File: src/rtl/wisc_mem_pkg.sv
// Shared types and default widths for the unified memory arbiter and its requesters.
package wisc_mem_pkg;

   localparam int unsigned DEF_ADDR_W = 16;
   localparam int unsigned DEF_DATA_W = 16;

   typedef enum logic [1:0] {ARB_IDLE, ARB_IF, ARB_MEM} arb_state_t;

   typedef enum logic {OWN_IF, OWN_MEM} owner_t;

endpackage

File: src/rtl/unified_mem_arbiter_if.sv
// Bundle of the fetch, data and backing-memory signals around the arbiter.
// slave is the arbiter side; master is the pipeline/memory side.
interface unified_mem_arbiter_if
   import wisc_mem_pkg::*;
#(
   parameter int unsigned ADDR_W = DEF_ADDR_W,
   parameter int unsigned DATA_W = DEF_DATA_W
);

   logic              if_req;
   logic [ADDR_W-1:0] if_addr;
   logic              if_cancel;
   logic              if_done;
   logic [DATA_W-1:0] if_rdata;

   logic              mem_req;
   logic              mem_we;
   logic [ADDR_W-1:0] mem_addr;
   logic [DATA_W-1:0] mem_wdata;
   logic              mem_done;
   logic [DATA_W-1:0] mem_rdata;

   logic              stall_if;
   logic              stall_mem;

   logic              ram_en;
   logic              ram_we;
   logic [ADDR_W-1:0] ram_addr;
   logic [DATA_W-1:0] ram_wdata;
   logic              ram_ready;
   logic [DATA_W-1:0] ram_rdata;

   modport slave (
      input  if_req, if_addr, if_cancel, mem_req, mem_we, mem_addr, mem_wdata,
             ram_ready, ram_rdata,
      output if_done, if_rdata, mem_done, mem_rdata, stall_if, stall_mem,
             ram_en, ram_we, ram_addr, ram_wdata
   );

   modport master (
      output if_req, if_addr, if_cancel, mem_req, mem_we, mem_addr, mem_wdata,
             ram_ready, ram_rdata,
      input  if_done, if_rdata, mem_done, mem_rdata, stall_if, stall_mem,
             ram_en, ram_we, ram_addr, ram_wdata
   );

endinterface

File: src/rtl/arb_starve_ctr.sv
// Saturating count of MEM wins over a waiting fetch; at_max forces the next tie to IF.
module arb_starve_ctr #(
   parameter int unsigned MAX = 4
) (
   input  logic clk,
   input  logic rst,
   input  logic inc,
   input  logic clr,
   output logic at_max
);

   localparam int unsigned CW = (MAX > 0) ? $clog2(MAX + 1) : 1;

   logic [CW-1:0] cnt_q;

   // Clear has priority over increment; count saturates at MAX.
   always_ff @(posedge clk) begin
      if (rst) begin
         cnt_q <= '0;
      end else if (clr) begin
         cnt_q <= '0;
      end else if (inc && !at_max) begin
         cnt_q <= cnt_q + 1'b1;
      end
   end

   // Saturation flag used by the arbiter tie-break.
   always_comb begin
      at_max = (cnt_q >= CW'(MAX));
   end

endmodule

File: src/rtl/unified_mem_arbiter.sv
// Arbitrates one single-port memory between fetch (IF) and load/store (MEM).
// MEM wins ties unless IF has lost STARVE_MAX ties in a row.
module unified_mem_arbiter
   import wisc_mem_pkg::*;
#(
   parameter int unsigned ADDR_W     = DEF_ADDR_W,
   parameter int unsigned DATA_W     = DEF_DATA_W,
   parameter int unsigned STARVE_MAX = 4
) (
   input logic                  clk,
   input logic                  rst,
   unified_mem_arbiter_if.slave bus
);

   arb_state_t        state_q, state_d;
   owner_t            owner;
   logic              if_elig, mem_elig;
   logic              grant_if, grant_mem;
   logic              if_complete, mem_complete;
   logic              if_deliver;
   logic              starve_inc, at_max;
   logic              cancel_flag_q;
   logic              if_done_q, mem_done_q;
   logic              ram_we_q;
   logic [ADDR_W-1:0] ram_addr_q;
   logic [DATA_W-1:0] ram_wdata_q;
   logic [DATA_W-1:0] if_rdata_q, mem_rdata_q;

   // Eligibility, grant decision and next state.
   always_comb begin
      if_elig   = bus.if_req & ~if_done_q & ~bus.if_cancel;
      mem_elig  = bus.mem_req & ~mem_done_q;
      grant_if  = 1'b0;
      grant_mem = 1'b0;
      state_d   = state_q;
      unique case (state_q)
         ARB_IDLE: begin
            if (mem_elig && (!if_elig || !at_max)) begin
               grant_mem = 1'b1;
               state_d   = ARB_MEM;
            end else if (if_elig) begin
               grant_if = 1'b1;
               state_d  = ARB_IF;
            end
         end
         ARB_IF, ARB_MEM: begin
            if (bus.ram_ready) state_d = ARB_IDLE;
         end
         default: state_d = ARB_IDLE;
      endcase
   end

   // Completion decode; a redirect in the completing cycle also drops the fetch.
   always_comb begin
      owner        = (state_q == ARB_MEM) ? OWN_MEM : OWN_IF;
      if_complete  = (state_q != ARB_IDLE) && bus.ram_ready && (owner == OWN_IF);
      mem_complete = (state_q != ARB_IDLE) && bus.ram_ready && (owner == OWN_MEM);
      if_deliver   = if_complete && !cancel_flag_q && !bus.if_cancel;
      starve_inc   = grant_mem & bus.if_req & ~bus.if_cancel;
   end

   arb_starve_ctr #(
      .MAX (STARVE_MAX)
   ) u_starve_ctr (
      .clk    (clk),
      .rst    (rst),
      .inc    (starve_inc),
      .clr    (grant_if),
      .at_max (at_max)
   );

   // State, done pulses and the cancel marker.
   always_ff @(posedge clk) begin
      if (rst) begin
         state_q       <= ARB_IDLE;
         if_done_q     <= 1'b0;
         mem_done_q    <= 1'b0;
         cancel_flag_q <= 1'b0;
      end else begin
         state_q    <= state_d;
         if_done_q  <= if_deliver;
         mem_done_q <= mem_complete;
         if (if_complete) begin
            cancel_flag_q <= 1'b0;
         end else if (((state_q == ARB_IF) || grant_if) && bus.if_cancel) begin
            cancel_flag_q <= 1'b1;
         end
      end
   end

   // Command latch on grant; fields hold until the access completes.
   always_ff @(posedge clk) begin
      if (rst) begin
         ram_we_q    <= 1'b0;
         ram_addr_q  <= '0;
         ram_wdata_q <= '0;
      end else if (grant_mem) begin
         ram_we_q    <= bus.mem_we;
         ram_addr_q  <= bus.mem_addr;
         ram_wdata_q <= bus.mem_wdata;
      end else if (grant_if) begin
         ram_we_q   <= 1'b0;
         ram_addr_q <= bus.if_addr;
      end
   end

   // Read data capture; stores and cancelled fetches leave the registers alone.
   always_ff @(posedge clk) begin
      if (rst) begin
         if_rdata_q  <= '0;
         mem_rdata_q <= '0;
      end else begin
         if (if_deliver) if_rdata_q <= bus.ram_rdata;
         if (mem_complete && !ram_we_q) mem_rdata_q <= bus.ram_rdata;
      end
   end

   assign bus.ram_en    = (state_q != ARB_IDLE);
   assign bus.ram_we    = ram_we_q;
   assign bus.ram_addr  = ram_addr_q;
   assign bus.ram_wdata = ram_wdata_q;
   assign bus.if_done   = if_done_q;
   assign bus.mem_done  = mem_done_q;
   assign bus.if_rdata  = if_rdata_q;
   assign bus.mem_rdata = mem_rdata_q;
   assign bus.stall_if  = bus.if_req & ~if_done_q;
   assign bus.stall_mem = bus.mem_req & ~mem_done_q;

endmodule

File: src/flat_wrapper.sv
// flat-port wrapper written by rule: the top's interface ports become plain ports
module unified_mem_arbiter_flat import wisc_mem_pkg::*;
#(
   parameter int unsigned ADDR_W     = DEF_ADDR_W,
   parameter int unsigned DATA_W     = DEF_DATA_W,
   parameter int unsigned STARVE_MAX = 4
)
  (clk, rst, bus_if_req, bus_if_addr, bus_if_cancel, bus_mem_req, bus_mem_we, bus_mem_addr, bus_mem_wdata, bus_ram_ready, bus_ram_rdata, bus_if_done, bus_if_rdata, bus_mem_done, bus_mem_rdata, bus_stall_if, bus_stall_mem, bus_ram_en, bus_ram_we, bus_ram_addr, bus_ram_wdata);
  unified_mem_arbiter_if #(.ADDR_W(ADDR_W), .DATA_W(DATA_W)) bus_i ();
  input logic clk;
  input logic rst;
  input wire logic [$bits(bus_i.if_req)-1:0] bus_if_req;
  input wire logic [$bits(bus_i.if_addr)-1:0] bus_if_addr;
  input wire logic [$bits(bus_i.if_cancel)-1:0] bus_if_cancel;
  input wire logic [$bits(bus_i.mem_req)-1:0] bus_mem_req;
  input wire logic [$bits(bus_i.mem_we)-1:0] bus_mem_we;
  input wire logic [$bits(bus_i.mem_addr)-1:0] bus_mem_addr;
  input wire logic [$bits(bus_i.mem_wdata)-1:0] bus_mem_wdata;
  input wire logic [$bits(bus_i.ram_ready)-1:0] bus_ram_ready;
  input wire logic [$bits(bus_i.ram_rdata)-1:0] bus_ram_rdata;
  output wire logic [$bits(bus_i.if_done)-1:0] bus_if_done;
  output wire logic [$bits(bus_i.if_rdata)-1:0] bus_if_rdata;
  output wire logic [$bits(bus_i.mem_done)-1:0] bus_mem_done;
  output wire logic [$bits(bus_i.mem_rdata)-1:0] bus_mem_rdata;
  output wire logic [$bits(bus_i.stall_if)-1:0] bus_stall_if;
  output wire logic [$bits(bus_i.stall_mem)-1:0] bus_stall_mem;
  output wire logic [$bits(bus_i.ram_en)-1:0] bus_ram_en;
  output wire logic [$bits(bus_i.ram_we)-1:0] bus_ram_we;
  output wire logic [$bits(bus_i.ram_addr)-1:0] bus_ram_addr;
  output wire logic [$bits(bus_i.ram_wdata)-1:0] bus_ram_wdata;
  assign bus_i.if_req = bus_if_req;
  assign bus_i.if_addr = bus_if_addr;
  assign bus_i.if_cancel = bus_if_cancel;
  assign bus_i.mem_req = bus_mem_req;
  assign bus_i.mem_we = bus_mem_we;
  assign bus_i.mem_addr = bus_mem_addr;
  assign bus_i.mem_wdata = bus_mem_wdata;
  assign bus_i.ram_ready = bus_ram_ready;
  assign bus_i.ram_rdata = bus_ram_rdata;
  assign bus_if_done = bus_i.if_done;
  assign bus_if_rdata = bus_i.if_rdata;
  assign bus_mem_done = bus_i.mem_done;
  assign bus_mem_rdata = bus_i.mem_rdata;
  assign bus_stall_if = bus_i.stall_if;
  assign bus_stall_mem = bus_i.stall_mem;
  assign bus_ram_en = bus_i.ram_en;
  assign bus_ram_we = bus_i.ram_we;
  assign bus_ram_addr = bus_i.ram_addr;
  assign bus_ram_wdata = bus_i.ram_wdata;
  unified_mem_arbiter #(.ADDR_W(ADDR_W), .DATA_W(DATA_W), .STARVE_MAX(STARVE_MAX)) u_core (.clk(clk), .rst(rst), .bus(bus_i));
endmodule
File: config.mk
export PLATFORM = sky130hd
export DESIGN_NAME = unified_mem_arbiter_flat
export DESIGN_NICKNAME = d
export VERILOG_FILES = /design/src/rtl/wisc_mem_pkg.sv /design/src/rtl/unified_mem_arbiter_if.sv /design/src/rtl/arb_starve_ctr.sv /design/src/rtl/unified_mem_arbiter.sv /design/src/flat_wrapper.sv
export SDC_FILE = /design/constraint.sdc
export NUM_CORES = 1
export LEC_CHECK = 0
export CORE_MARGIN = 5
export CORE_UTILIZATION = 38
export CTS_CLUSTER_DIAMETER = 100
export DETAILED_ROUTE_END_ITERATION = 10
export GPL_ROUTABILITY_DRIVEN = 1
export GPL_TIMING_DRIVEN = 0
export MAX_ROUTING_LAYER = met4
export PLACE_DENSITY = 0.82
export SYNTH_ARGS = -nofsm -noshare
export SYNTH_HDL_FRONTEND = slang
export SYNTH_SLANG_ARGS = --single-unit
File: constraint.sdc
create_clock -name clk -period 2 [get_ports clk]
set_clock_uncertainty 0.2 [all_clocks]
set_input_delay 0.4 -clock clk [delete_from_list [all_inputs] [get_ports clk]]
set_output_delay 0.4 -clock clk [all_outputs]
set_load 0.01 [all_outputs]
# Word level (Yosys, flattened, before mapping)
# Cells that the tools add are included.
# word_totals
reg_bits	73
out_inout_bits	70
# classes
n_addsub	1
n_lt_le_gt_ge	1
eq_ne	4
n_mux	14
n_bitwise	9
n_reduce_logical	23
# op_table
operator	count
$mux W16	2
$logic_and A1 B1 Y1	9
$mux W1	8
$mux W2	3
$reduce_or A2 Y1	3
$and A1 B1 Y1	5
$logic_not A1 Y1	5
$not A1 Y1	4
$pmux W2 S2	1
$reduce_bool A2 Y1	2
$add A3 B1 Y3 const B	1
$ge A3 B3 Y1 const B	1
$ne A3 B1 Y1 const B	1
$eq A2 B1 Y1 const B	1
$eq A2 B2 Y1 const B	1
$logic_not A2 Y1	1
$logic_or A1 B1 Y1	2
$ne A2 B2 Y1 const B	1
$reduce_and A2 Y1	1

# Longest topological paths before layout
# logic_depth
ltp_word	11
depth_mapped	9
depth_no_buf	5

# By module
# From an unflattened synthesis, not the netlist that was laid out.
# hier_totals
cells_unflattened	370
hier_area_um2	3154.3
# by_module_without_submodules
mod	n_inst	cells_each	area_each_um2
unified_mem_arbiter	1	355	3005.4
arb_starve_ctr	1	15	148.9

# Worst setup path after synthesis
# No wires, ideal clock.
# synth_timing
path_kind	flip-flop to flip-flop
from	register u_core.state_q[0]
to	register u_core.ram_addr_q[10] (netlist: u_core.bus.ram_addr[10])
arrival_time_ns	1.668
setup_slack_ns	0.043
path_stages_with_launch	10
synth_period_minus_slack_ns	1.957
cell_sequence	dfxtp_1 inv_1 ha_1 buf_6 and4bb_1 buf_6 or2_1 buf_6 buf_12 a311oi_2
# synth_via
elab_chain_len	3
# synth_rtl
element	line_no	text
from (decl)	unified_mem_arbiter.sv:15	arb_state_t state_q, state_d;
from (signal assigned)	unified_mem_arbiter.sv:80	state_q <= state_d;
$logic_not A2 Y1 *	unified_mem_arbiter.sv:36	unique case (state_q)
$mux W1	unified_mem_arbiter.sv:36	
$mux W16 or $reduce_bool A2 Y1 (tied branches)	n/a	
to (signal assigned)	unified_mem_arbiter.sv:99	ram_addr_q <= bus.mem_addr;
to (signal assigned)	unified_mem_arbiter.sv:103	ram_addr_q <= bus.if_addr;
to (decl)	unified_mem_arbiter.sv:25	logic [ADDR_W-1:0] ram_addr_q;
# Mark *: on every way between the ends. The rest lies on a longest branch, timed or not.
# A chain may end at the register's enable or synchronous reset.

# Final worst setup path
# layout_timing
from	register u_core.ram_we_q (netlist: u_core.bus.ram_we)
to	output bus_ram_we
# layout_lines
element	line_no	text
from (decl)	unified_mem_arbiter.sv:24	logic ram_we_q;
from (signal assigned)	unified_mem_arbiter.sv:98	ram_we_q <= bus.mem_we;
to (decl)	flat_wrapper.sv:28	output wire logic [$bits(bus_i.ram_we)-1:0] bus_ram_we;
# No word-level cell between the ends.

==> flow_summary.ini <==
[floorplan]
initial_utilization = 0.387
rows = 33
core_area_um2 = 8180
io_pins = 141
dieWidth_um = 101
die_h_um = 101
die_area_um2 = 10200

[min_path]
holdCritStartpoint = u_core.bus.mem_rdata[10]$_SDFFE_PP0P_
hold_depth = 2
min_path_type = reg -> reg
hold_end = u_core.bus.mem_rdata[10]$_SDFFE_PP0P_

[yosys]
ys_seq_elements = 73
syn-num-nets = 449
yosys_warnings = 0
synthCells = 373
avgSynthCellArea_um2 = 8.48
seq_area_frac_synth = 0.462
yosysUniqueCellTypes = 34
synth_area_um2 = 3160

[clock_network]
cts_tree = yes
htreeDepth = 3
clk_path_buf_depth = 2
clkSinkCount = 73
clockRootBuffer = clkbuf_8
clk_pin_slew_worst_paths_ns = 0.07
cts_made_buffers = 9
clk_latency_ns = 0.34
postCtsHoldBufs = 0

[detailed_routing]
first_pass_iters = 4
final_antenna_net_count = 0
avgViaCountPerCell = 5.34
drt-met1-wl_um = 4690
drc_errors = 0
route.met3.wl_um = 816
vias = 3424
wl_per_cell_um = 16.8
top_layer = met4
dr_wl_met2_um = 5200
drt-initial-drc-count = 141
routed_wl_um = 10800

[placed_design]
gp_congestion = 0.831
dp_hpwl_um = 7960
dp.cells = 617
io_buffers = 139
placed_area_um2 = 4690

[critical_path]
crit_fanout = 4
startpoint_type = flip-flop
cp-end-kind = output pin
reg2reg_from = u_core.state_q[1]$_SDFFE_PP0P_
r2r_cells = 7
max_stage_delay_ns = 0.60
crit_arrival_ns = 1.35
path_cells = clkdlybuf4s50_1
r2r_slack_ns = 0.06
crit_path_top_delay_cell = clkdlybuf4s50_1
r2r-end = u_core.bus.ram_addr[15]$_SDFFE_PP0P_
required_ns = 1.40
path_delay_family = buffers and inverters
crit_buf_inv = 1
crit_type = reg -> out

[global_routing]
grt_pass1_wl_um = 16800
grt_usage = 0.209
first_global_vias = 3364
gr-total-overflow = 0
grt_max_degree = 14
antenna_found_initial = 0

[sta]
fin_crit_ns = 1.95
rsz0062_at_grt = yes
hold_viol_final = 0
slew_headroom = 0.481
finalMaxSlewViolations = 0
holdWs_ns = 0.255
finalCritPeriodShare = 0.975
finalSetupViolCount = 0
max_freq_ghz = 0.513
tightest_slew_ns = 0.779

[layout]
stdcell_area_um2 = 5130
area_growth_pct = 62.2
fin_cells = 641
finalCoreUtilization = 0.627
antenna_cells = 0
fill_cells = 676
drive_above_1_share = 0.155
nets = 607

[pwr]
ir_worst_vdd_mv = 0.354
p_per_area_nw_per_um2 = 777
p_total_mw = 3.99
p_leak_nw = 1.81

[flow_run]
maxCapViolations = 0

[outcome]
outcome = finished clean
## Yosys cell counts
cell type	n	share of area
a311oi_1	6	0.017
inv_1	6	0.0071
nor3_1	18	0.028
clkbuf_1	26	0.031
nand4bb_1	2	0.0071
or2_1	1	0.0020
nor3b_1	1	0.0024
nor2b_1	3	0.0059
buf_12	1	0.0063
o211a_1	1	0.0032
a311oi_2	10	0.047
o21ai_0	51	0.081
o31ai_1	2	0.0047
nor3b_2	1	0.0040
or3b_1	1	0.0028
or4_1	1	0.0024
buf_6	3	0.011
buf_1	3	0.0036
and4bb_2	1	0.0040
and4_1	1	0.0028
nand3b_1	3	0.0071
a31oi_1	1	0.0020
dfxtp_1	73	0.46
and3b_1	2	0.0055
a21oi_1	54	0.085
or2_0	1	0.0020
ha_1	5	0.020
nor2_1	2	0.0024
nand3_1	51	0.081
nand2_1	32	0.038
buf_2	6	0.0095
and4bb_1	1	0.0040
nor4bb_1	1	0.0032
or3b_2	2	0.0055
## what timing repair did
action                                  4_1_cts  5_1_grt
gates resized for setup                      29       34
pin swaps                                     2        5
gates cloned                                  0        1
buffers inserted                              7        5
endpoints found under the setup margin       41       53
## cell families after synthesis
group,after synthesis,synth area share
AOI/OAI and AO/OA,125,0.240
adders and majority gates,5,0.0198
buffers and inverters,45,0.0680
DFF,73,0.462
and+or+nand+nor,125,0.210
## report_power, final
part	leakage, nW	switching [mW]	internal (mW)	total, mW
registers	0.598	0.0625	1.56	1.62
logic	1.10	0.492	0.564	1.06
clock network	0.105	0.569	0.738	1.31
total	1.81	1.12	2.86	3.99
## layout make-up
type                       count  area, um2  share of cell area
clock buffer                  10        138              0.0268
timing repair buffer         152       1510               0.295
multi-input combinational    255       1580               0.307
tap                          105        131              0.0256
sequential                    73       1470               0.286
inverter                       6       22.5             0.00439
buffer                        34        193              0.0376
clock inverter                 6       91.3              0.0178
## state kept, by name (all words and copies together) (netlist names)
signal / flops
u_core.bus.if_rdata: 16
u_core.cancel_flag_q: 1
u_core.bus.ram_wdata: 16
u_core.u_starve_ctr.cnt_q: 3
u_core.bus.ram_we: 1
u_core.bus.if_done: 1
u_core.bus.mem_rdata: 16
u_core.bus.mem_done: 1
u_core.state_q: 2
u_core.bus.ram_addr: 16
## cells in the final DEF (no fill, tap or decap), drive strengths merged, types with 5 or more instances in the layout
cell type        n
a311oi          16
dfxtp           73
nand2           32
nand3           51
clkdlybuf4s50  132
nor3            18
a21oi           54
clkbuf          36
o21ai           51
buf             21
ha               5
inv              6
## routing by layer
layer  vias to the layer above  track usage
li1                       1656            -
met1                      1610        0.265
met2                       145        0.340
met3                        13       0.0434
met4                         0       0.0552
met5                         -            -
## per-stage QoR
step	setup TNS (ns)	setup slack, ns
final	0	0.0503
after detailed placement	-24.04	-0.519
after global routing	-0.0347	-0.0116
after floorplan	0	0.0432
after CTS	-0.0306	-0.0232
after global placement	-21.37	-0.469
## worst max-delay path by stage
stage,from,endpoint,slack [ns],cells past startpoint
6_report,u_core.bus.ram_we$_SDFFE_PP0P_,bus_ram_we,0.05,1
5_1_grt,u_core.state_q[1]$_SDFFE_PP0P_,u_core.bus.ram_addr[15]$_SDFFE_PP0P_,-0.01,7
4_1_cts,u_core.state_q[1]$_SDFFE_PP0P_,u_core.bus.ram_addr[7]$_SDFFE_PP0P_,-0.02,9
3_5_place_dp,bus_if_cancel,u_core.bus.ram_addr[15]$_SDFFE_PP0P_,-0.52,5
3_3_place_gp,bus_if_cancel,u_core.bus.ram_addr[15]$_SDFFE_PP0P_,-0.47,6
2_1_floorplan,u_core.state_q[0]$_SDFFE_PP0P_,u_core.bus.ram_addr[10]$_SDFFE_PP0P_,0.04,9
Power figures use the tool's default switching activity.
